**config.mk**
```make
export PLATFORM = sky130hd
export DESIGN_NAME = timer_arbiter
export DESIGN_NICKNAME = d
export VERILOG_FILES = /design/src/rtl/timer_arbiter.sv
export SDC_FILE = /design/constraint.sdc
export NUM_CORES = 1
export LEC_CHECK = 0
export ABC_AREA = 1
export CORE_UTILIZATION = 29
export CTS_CLUSTER_SIZE = 10
export DETAILED_ROUTE_END_ITERATION = 7
export PLACE_DENSITY = 0.59
export SYNTH_ARGS = -nofsm -noshare
export SYNTH_HDL_FRONTEND = slang
export SYNTH_SLANG_ARGS = --single-unit
export TNS_END_PERCENT = 50
```
**constraint.sdc**
```tcl
create_clock -name clk -period 3.49 [get_ports clk]
set_input_delay 0.8725 -clock clk [delete_from_list [all_inputs] [get_ports clk]]
set_output_delay 0.8725 -clock clk [all_outputs]
set_load 0.05 [all_outputs]
```
**src/rtl/timer_arbiter.sv**
```systemverilog
// Shared one-shot timer granted round-robin to N_REQ requesters; delays count prescaled ticks.
// Defining TIMER_ARB_ABORT_EN adds an abort input that cuts a running delay short.
module timer_arbiter #(
    parameter int TICK_DIV = 2_000_000,
    parameter int N_REQ    = 4,
    parameter int CNT_W    = 16
) (
    input  logic                     clk,
    input  logic                     rst_n,
    input  logic [N_REQ-1:0]         req,
    input  logic [N_REQ*CNT_W-1:0]   delay,
`ifdef TIMER_ARB_ABORT_EN
    input  logic                     abort,
`endif
    output logic [N_REQ-1:0]         grant,
    output logic [N_REQ-1:0]         done,
    output logic                     busy,
    output logic [$clog2(N_REQ)-1:0] owner
);
    localparam int IDX_W = $clog2(N_REQ);
    localparam int PS_W  = $clog2(TICK_DIV);

    typedef enum logic [1:0] {IDLE, RUN, DONE} state_t;

    state_t             state_q, state_d;
    logic [PS_W-1:0]    presc_q, presc_d;
    logic [CNT_W-1:0]   remaining_q, remaining_d;
    logic [IDX_W-1:0]   last_q, last_d;
    logic [IDX_W-1:0]   owner_q, owner_d;
    logic [N_REQ-1:0]   grant_q, grant_d;
    logic [N_REQ-1:0]   done_q, done_d;
    logic               busy_q, busy_d;

    logic               tick;
    logic               sel_valid;
    logic [IDX_W-1:0]   sel_idx;
    logic [IDX_W-1:0]   cand;
    logic [CNT_W-1:0]   sel_dly;
    int                 rr_j;

    assign tick = (presc_q == PS_W'(TICK_DIV - 1));

    // Scan from farthest to nearest so the nearest set bit after last_q wins.
    always_comb begin
        sel_valid = 1'b0;
        sel_idx   = '0;
        cand      = '0;
        rr_j      = 0;
        for (int k = N_REQ; k >= 1; k--) begin
            rr_j = (int'(last_q) + k) % N_REQ;
            cand = IDX_W'(rr_j);
            if (req[cand]) begin
                sel_valid = 1'b1;
                sel_idx   = cand;
            end
        end
    end

    assign sel_dly = delay[sel_idx*CNT_W +: CNT_W];

    always_comb begin
        state_d     = state_q;
        presc_d     = tick ? '0 : presc_q + PS_W'(1);
        remaining_d = remaining_q;
        last_d      = last_q;
        owner_d     = owner_q;
        grant_d     = '0;
        done_d      = '0;
        unique case (state_q)
            IDLE: begin
                if (sel_valid) begin
                    grant_d[sel_idx] = 1'b1;
                    owner_d          = sel_idx;
                    last_d           = sel_idx;
                    remaining_d      = sel_dly;
                    state_d          = RUN;
                end
            end
            RUN: begin
`ifdef TIMER_ARB_ABORT_EN
                if (abort) state_d = DONE;
                else
`endif
                if (remaining_q == '0) begin
                    // Zero delay: hold RUN through the grant cycle, then finish untimed.
                    if (grant_q == '0) state_d = DONE;
                end else if (tick) begin
                    remaining_d = remaining_q - CNT_W'(1);
                    if (remaining_q == CNT_W'(1)) state_d = DONE;
                end
                if (state_d == DONE) done_d[owner_q] = 1'b1;
            end
            DONE: state_d = IDLE;
            default: state_d = IDLE;
        endcase
        busy_d = (state_d != IDLE);
    end

    always_ff @(posedge clk or negedge rst_n) begin
        if (!rst_n) begin
            state_q     <= IDLE;
            presc_q     <= '0;
            remaining_q <= '0;
            last_q      <= IDX_W'(N_REQ - 1);
            owner_q     <= '0;
            grant_q     <= '0;
            done_q      <= '0;
            busy_q      <= 1'b0;
        end else begin
            state_q     <= state_d;
            presc_q     <= presc_d;
            remaining_q <= remaining_d;
            last_q      <= last_d;
            owner_q     <= owner_d;
            grant_q     <= grant_d;
            done_q      <= done_d;
            busy_q      <= busy_d;
        end
    end

    assign grant = grant_q;
    assign done  = done_q;
    assign busy  = busy_q;
    assign owner = owner_q;

endmodule

```
==> results summary <==
The leakage power summed over all cells came out at 0.00248 uW. The final setup skew came out at 0.00687 ns. The worst hold path stage count is 2. The area of the multi-input gates came out at 0.00209 sq mm. After filler insertion, the fill cell instance count of the layout stands at 1397.

The synthesized netlist devotes 41.0% of its cell area to simple gates. The part of the cycle the worst path needs came out at 75.0%. The synthesized-area fraction occupied by adder cells came out at 1.26%. The clock tree synthesis step divided the H-tree into 2 levels.

Hold timing on the final database bottoms out at a slack of 0.487 ns. The total setup buffers inserted after CTS is 0. The reg2reg setup slack came out at 1.14 ns. The number of iterations in the first detailed-routing pass is 4. The least setup slack across all paths after layout is 0.874 ns. The first global-routing pass estimated 16300 um of wire.

The library cell contributing the largest single delay on the critical path is clkdlybuf4s50_1. A synthesized cell averages 6.74 sq um. After detailed routing, the average wire length per cell comes to 11.1 um. The post-cts gate resize count came out at 0. The global route total overflow came out at 0. 0 antenna diodes ended up in the layout.

Setup violations remaining at the end of the flow were counted as 0. The number of storage elements in the synthesis netlist came out at 52. The fraction of the mapped netlist area in compound gates is 8.73%. By area, the combinational part of the netlist is dominated by simple AND/OR/NAND/NOR gates. After detailed routing, the number of remaining DRC violations is 0. The maximum VDD drop came out at 213 uV. The headroom to the max-slew limit came out at 57.2%. The startpoint of the most critical hold path is remaining_q[1].

For this run, the slowest stage of the critical path takes 0.43 ns. The endpoint of the most critical register-to-register path is remaining_q[15]. The floorplan step set the die height to 119 um. The path category of the worst min-delay check is flop to flop. The logic depth of the worst register-to-register path is 10. In this run the horizontal extent of the chip is 119 um.

The sum of net half-perimeters after detailed placement is 7500 um. The count of maximum capacitance violations is 0. The final critical-path required period is 2.62 ns. The initialized floorplan defines 42 standard-cell rows. The source-to-sink clock delay at the later pin of the worst-skew pair came out at 0.29 ns. The most frequent cell on the critical path is nand2_1. The number of antenna violations at the first check in global routing is 0.

The core box area is 0.0133 sq mm. The violation count after the first detailed-routing iteration came out at 213. In this run the remaining antenna-violating nets after routing total 0. The post-synthesis cell area came out at 0.00396 sq mm. The signal on the critical path passes through clkdlybuf4s50_1 > inv_1 > nand2_1 > nand2_1 > nand2_1 > nor3_2 > nor2_1 > buf_4 > a31oi_4 > inv_2 > nor2_1 > a21oi_2.

The startpoint identified for the worst register-to-register timing path is last_q[0]. After clock tree synthesis, the flow added hold-fix buffers numbering 0. Summing over every cut layer, the via total after detailed routing is 3814. Summing the areas of all xor and xnor instances in the mapped netlist gives 1.77% of the synthesized area. STA classifies the critical path endpoint as a flop. Routability-driven placement finished with a final weighted congestion of 0.838. For the pin with the worst max-slew slack, the measured transition is 0.641 ns. The critical path data required time is 3.68 ns. The largest driver fanout on the critical path came out at 16. The mean number of vias per cell came out at 4.52. Counting every sink on the clock net gives 52. The count of boundary I/O pins is 81. The mux share of post-synthesis cell area is 0%. The area added between synthesis and finish came out at 27.6%. The number of instances in the synthesized netlist came out at 587. The startpoint type of the worst setup path is an input pin. The critical path class is input pin to flop. The via count of the first global-routing pass is 3708.

The flip-flop and latch area came out at 0.00130 sq mm. The flow ran to the end, and the final reports show no timing, DRC or antenna violations. The highest achievable clock rate is 382 MHz. In the final layout, the share of cells above drive strength 1 is 11.2%. The clock transition at the register clock pins on the worst setup and hold paths after CTS came out at 0.07 ns.

The final total negative setup slack is 0 ns. The detailed-route wire length came out at 9390 um. Setup repair after global routing left no endpoint under its margin. The number of failing hold endpoints at the final stage was 0. For this design the ratio of total power to cell area is 261 mW/mm^2. When the netlist entered floorplanning its net count stood at 661. The total buffers and inverters traversed by the critical path came out at 4. Sequential cells were found to cover 32.9% of the synthesized design area.

For this run, the total global-route usage over all layers was measured as 13.8%. The count of final max-slew check failures is 0. The die outline area came out at 0.0141 sq mm. The maximum clock path buffer count came out at 2. The number of buffers created by CTS is 5.

The number of unique standard cell types used by synthesis came out at 44. Before CTS, the worst setup slack after placement is 0.568 ns. The root cell of the clock tree is clkbuf_16. The worst hold path terminates at remaining_q[1]. Among cell families on the critical path, the largest total delay comes from buffers and inverters. The initial core utilization came out at 29.8%. The Yosys warning count is 0. TritonCTS built the clock tree. The core occupancy in the finished layout came out at 38.0%. The data arrival time at the worst-slack endpoint came out at 2.80 ns. At the end of the flow, the number of nets in the layout was 740. The largest net degree at the start of global routing is 30. Input and output buffers added on the ports amount to 80.
through the flow:
stage	area, sq um	power [uW]	instances
after detailed placement	4900	814	835
after global placement	4900	814	835
final	5050	1320	843
after global routing	5050	1380	843
after CTS	5050	1340	843
after floorplan	3960	713	587
final cells by class:
type | count | share of cell area, %
clock buffers | 5 | 2.48
multi-input cells | 407 | 41.4
inverters | 113 | 8.62
flip-flops and latches | 52 | 25.8
well taps | 176 | 4.36
clock inverters | 3 | 0.570
repair buffers | 87 | 16.8
worst min-delay path: stages (launching register included):
cell and delay [ns]:
dfrtp_1 0.35, nand2_1 0.06, nand2_1 0.05
worst max-delay path by stage:
stage	startpoint	to	slack [ns]	cells after the start
detailed placement	req[1]	remaining_q[0]	0.57	12
global route	req[3]	remaining_q[10]	0.70	14
CTS	req[1]	remaining_q[0]	0.87	12
floorplan	req[1]	remaining_q[1]	1.41	14
global placement	req[3]	remaining_q[0]	0.60	12
finish	req[3]	remaining_q[15]	0.87	12
cell families after synthesis:
kind of cell               Yosys count
and+or+nand+nor                    338
AOI/OAI and AO/OA                   57
DFF                                 52
buffers and inverters              128
adders and majority gates            4
xor gates and xnor gates             8
flip-flops by register name (all words and copies together), names as in the netlist:
signal	flops
presc_q	21
remaining_q	16
done	4
grant	4
last_q	2
owner	2
state_q	2
busy	1
cells in the final DEF (no fill, tap or decap), types with 2 or more instances in the layout:
cell type,Yosys,layout
a21oi_1,27,27
a21oi_2,8,8
a31oi_1,2,2
buf_4,6,7
clkbuf_16,0,5
clkdlybuf4s50_1,0,79
dfrtp_1,50,50
dfstp_2,2,2
ha_1,4,4
inv_1,106,106
inv_2,3,3
inv_4,2,2
inv_6,1,3
nand2_1,117,117
nand2_2,21,21
nand2_4,4,4
nand2_8,2,2
nand3_1,78,78
nand3_2,3,3
nand3b_1,2,2
nand4_1,6,6
nor2_1,74,74
nor2_2,2,2
nor3_1,11,11
nor3_2,2,2
nor4_1,7,7
o21ai_0,15,15
o31ai_1,2,2
or2_2,2,2
xnor2_1,3,3
xor2_1,5,5
power by group:
group | total [uW] | switching, uW | internal [uW]
sequential | 602 | 0 | 602
combinational | 198 | 93.4 | 105
clock | 517 | 241 | 277
cells in the mapped netlist (all sizes together):
| master | n | area, sq um |
|---|---|---|
| nand2 | 144 | 656 |
| nand4 | 6 | 37.5 |
| a21oi | 35 | 205 |
| ha | 4 | 50.1 |
| nand3b | 2 | 15.0 |
| o21ai | 16 | 83.8 |
| dfrtp | 50 | 1250 |
| nor4 | 7 | 43.8 |
| clkinv | 1 | 5.00 |
| xor2 | 5 | 43.8 |
| and3 | 1 | 6.26 |
| a31oi | 3 | 33.8 |
| nor3 | 14 | 91.3 |
| clkbuf | 1 | 3.75 |
| nor2 | 77 | 302 |
| or2 | 4 | 27.5 |
| buf | 14 | 126 |
| or3 | 1 | 6.26 |
| xnor2 | 3 | 26.3 |
| o31ai | 2 | 15.0 |
| dfstp | 2 | 52.6 |
| o21a | 1 | 7.51 |
| inv | 112 | 430 |
| nand3 | 82 | 438 |
routing by layer:
layer	share of wire [%]	GRT usage (%)	up-vias	wire [um]
li1	-	-	2002	-
met1	47	17.6	1667	4430
met2	46	23.1	133	4310
met3	5.4	2.87	12	503
met4	1.6	4.91	0	149
met5	0	0	-	0
Note: power is estimated with default switching activity, not from simulation.
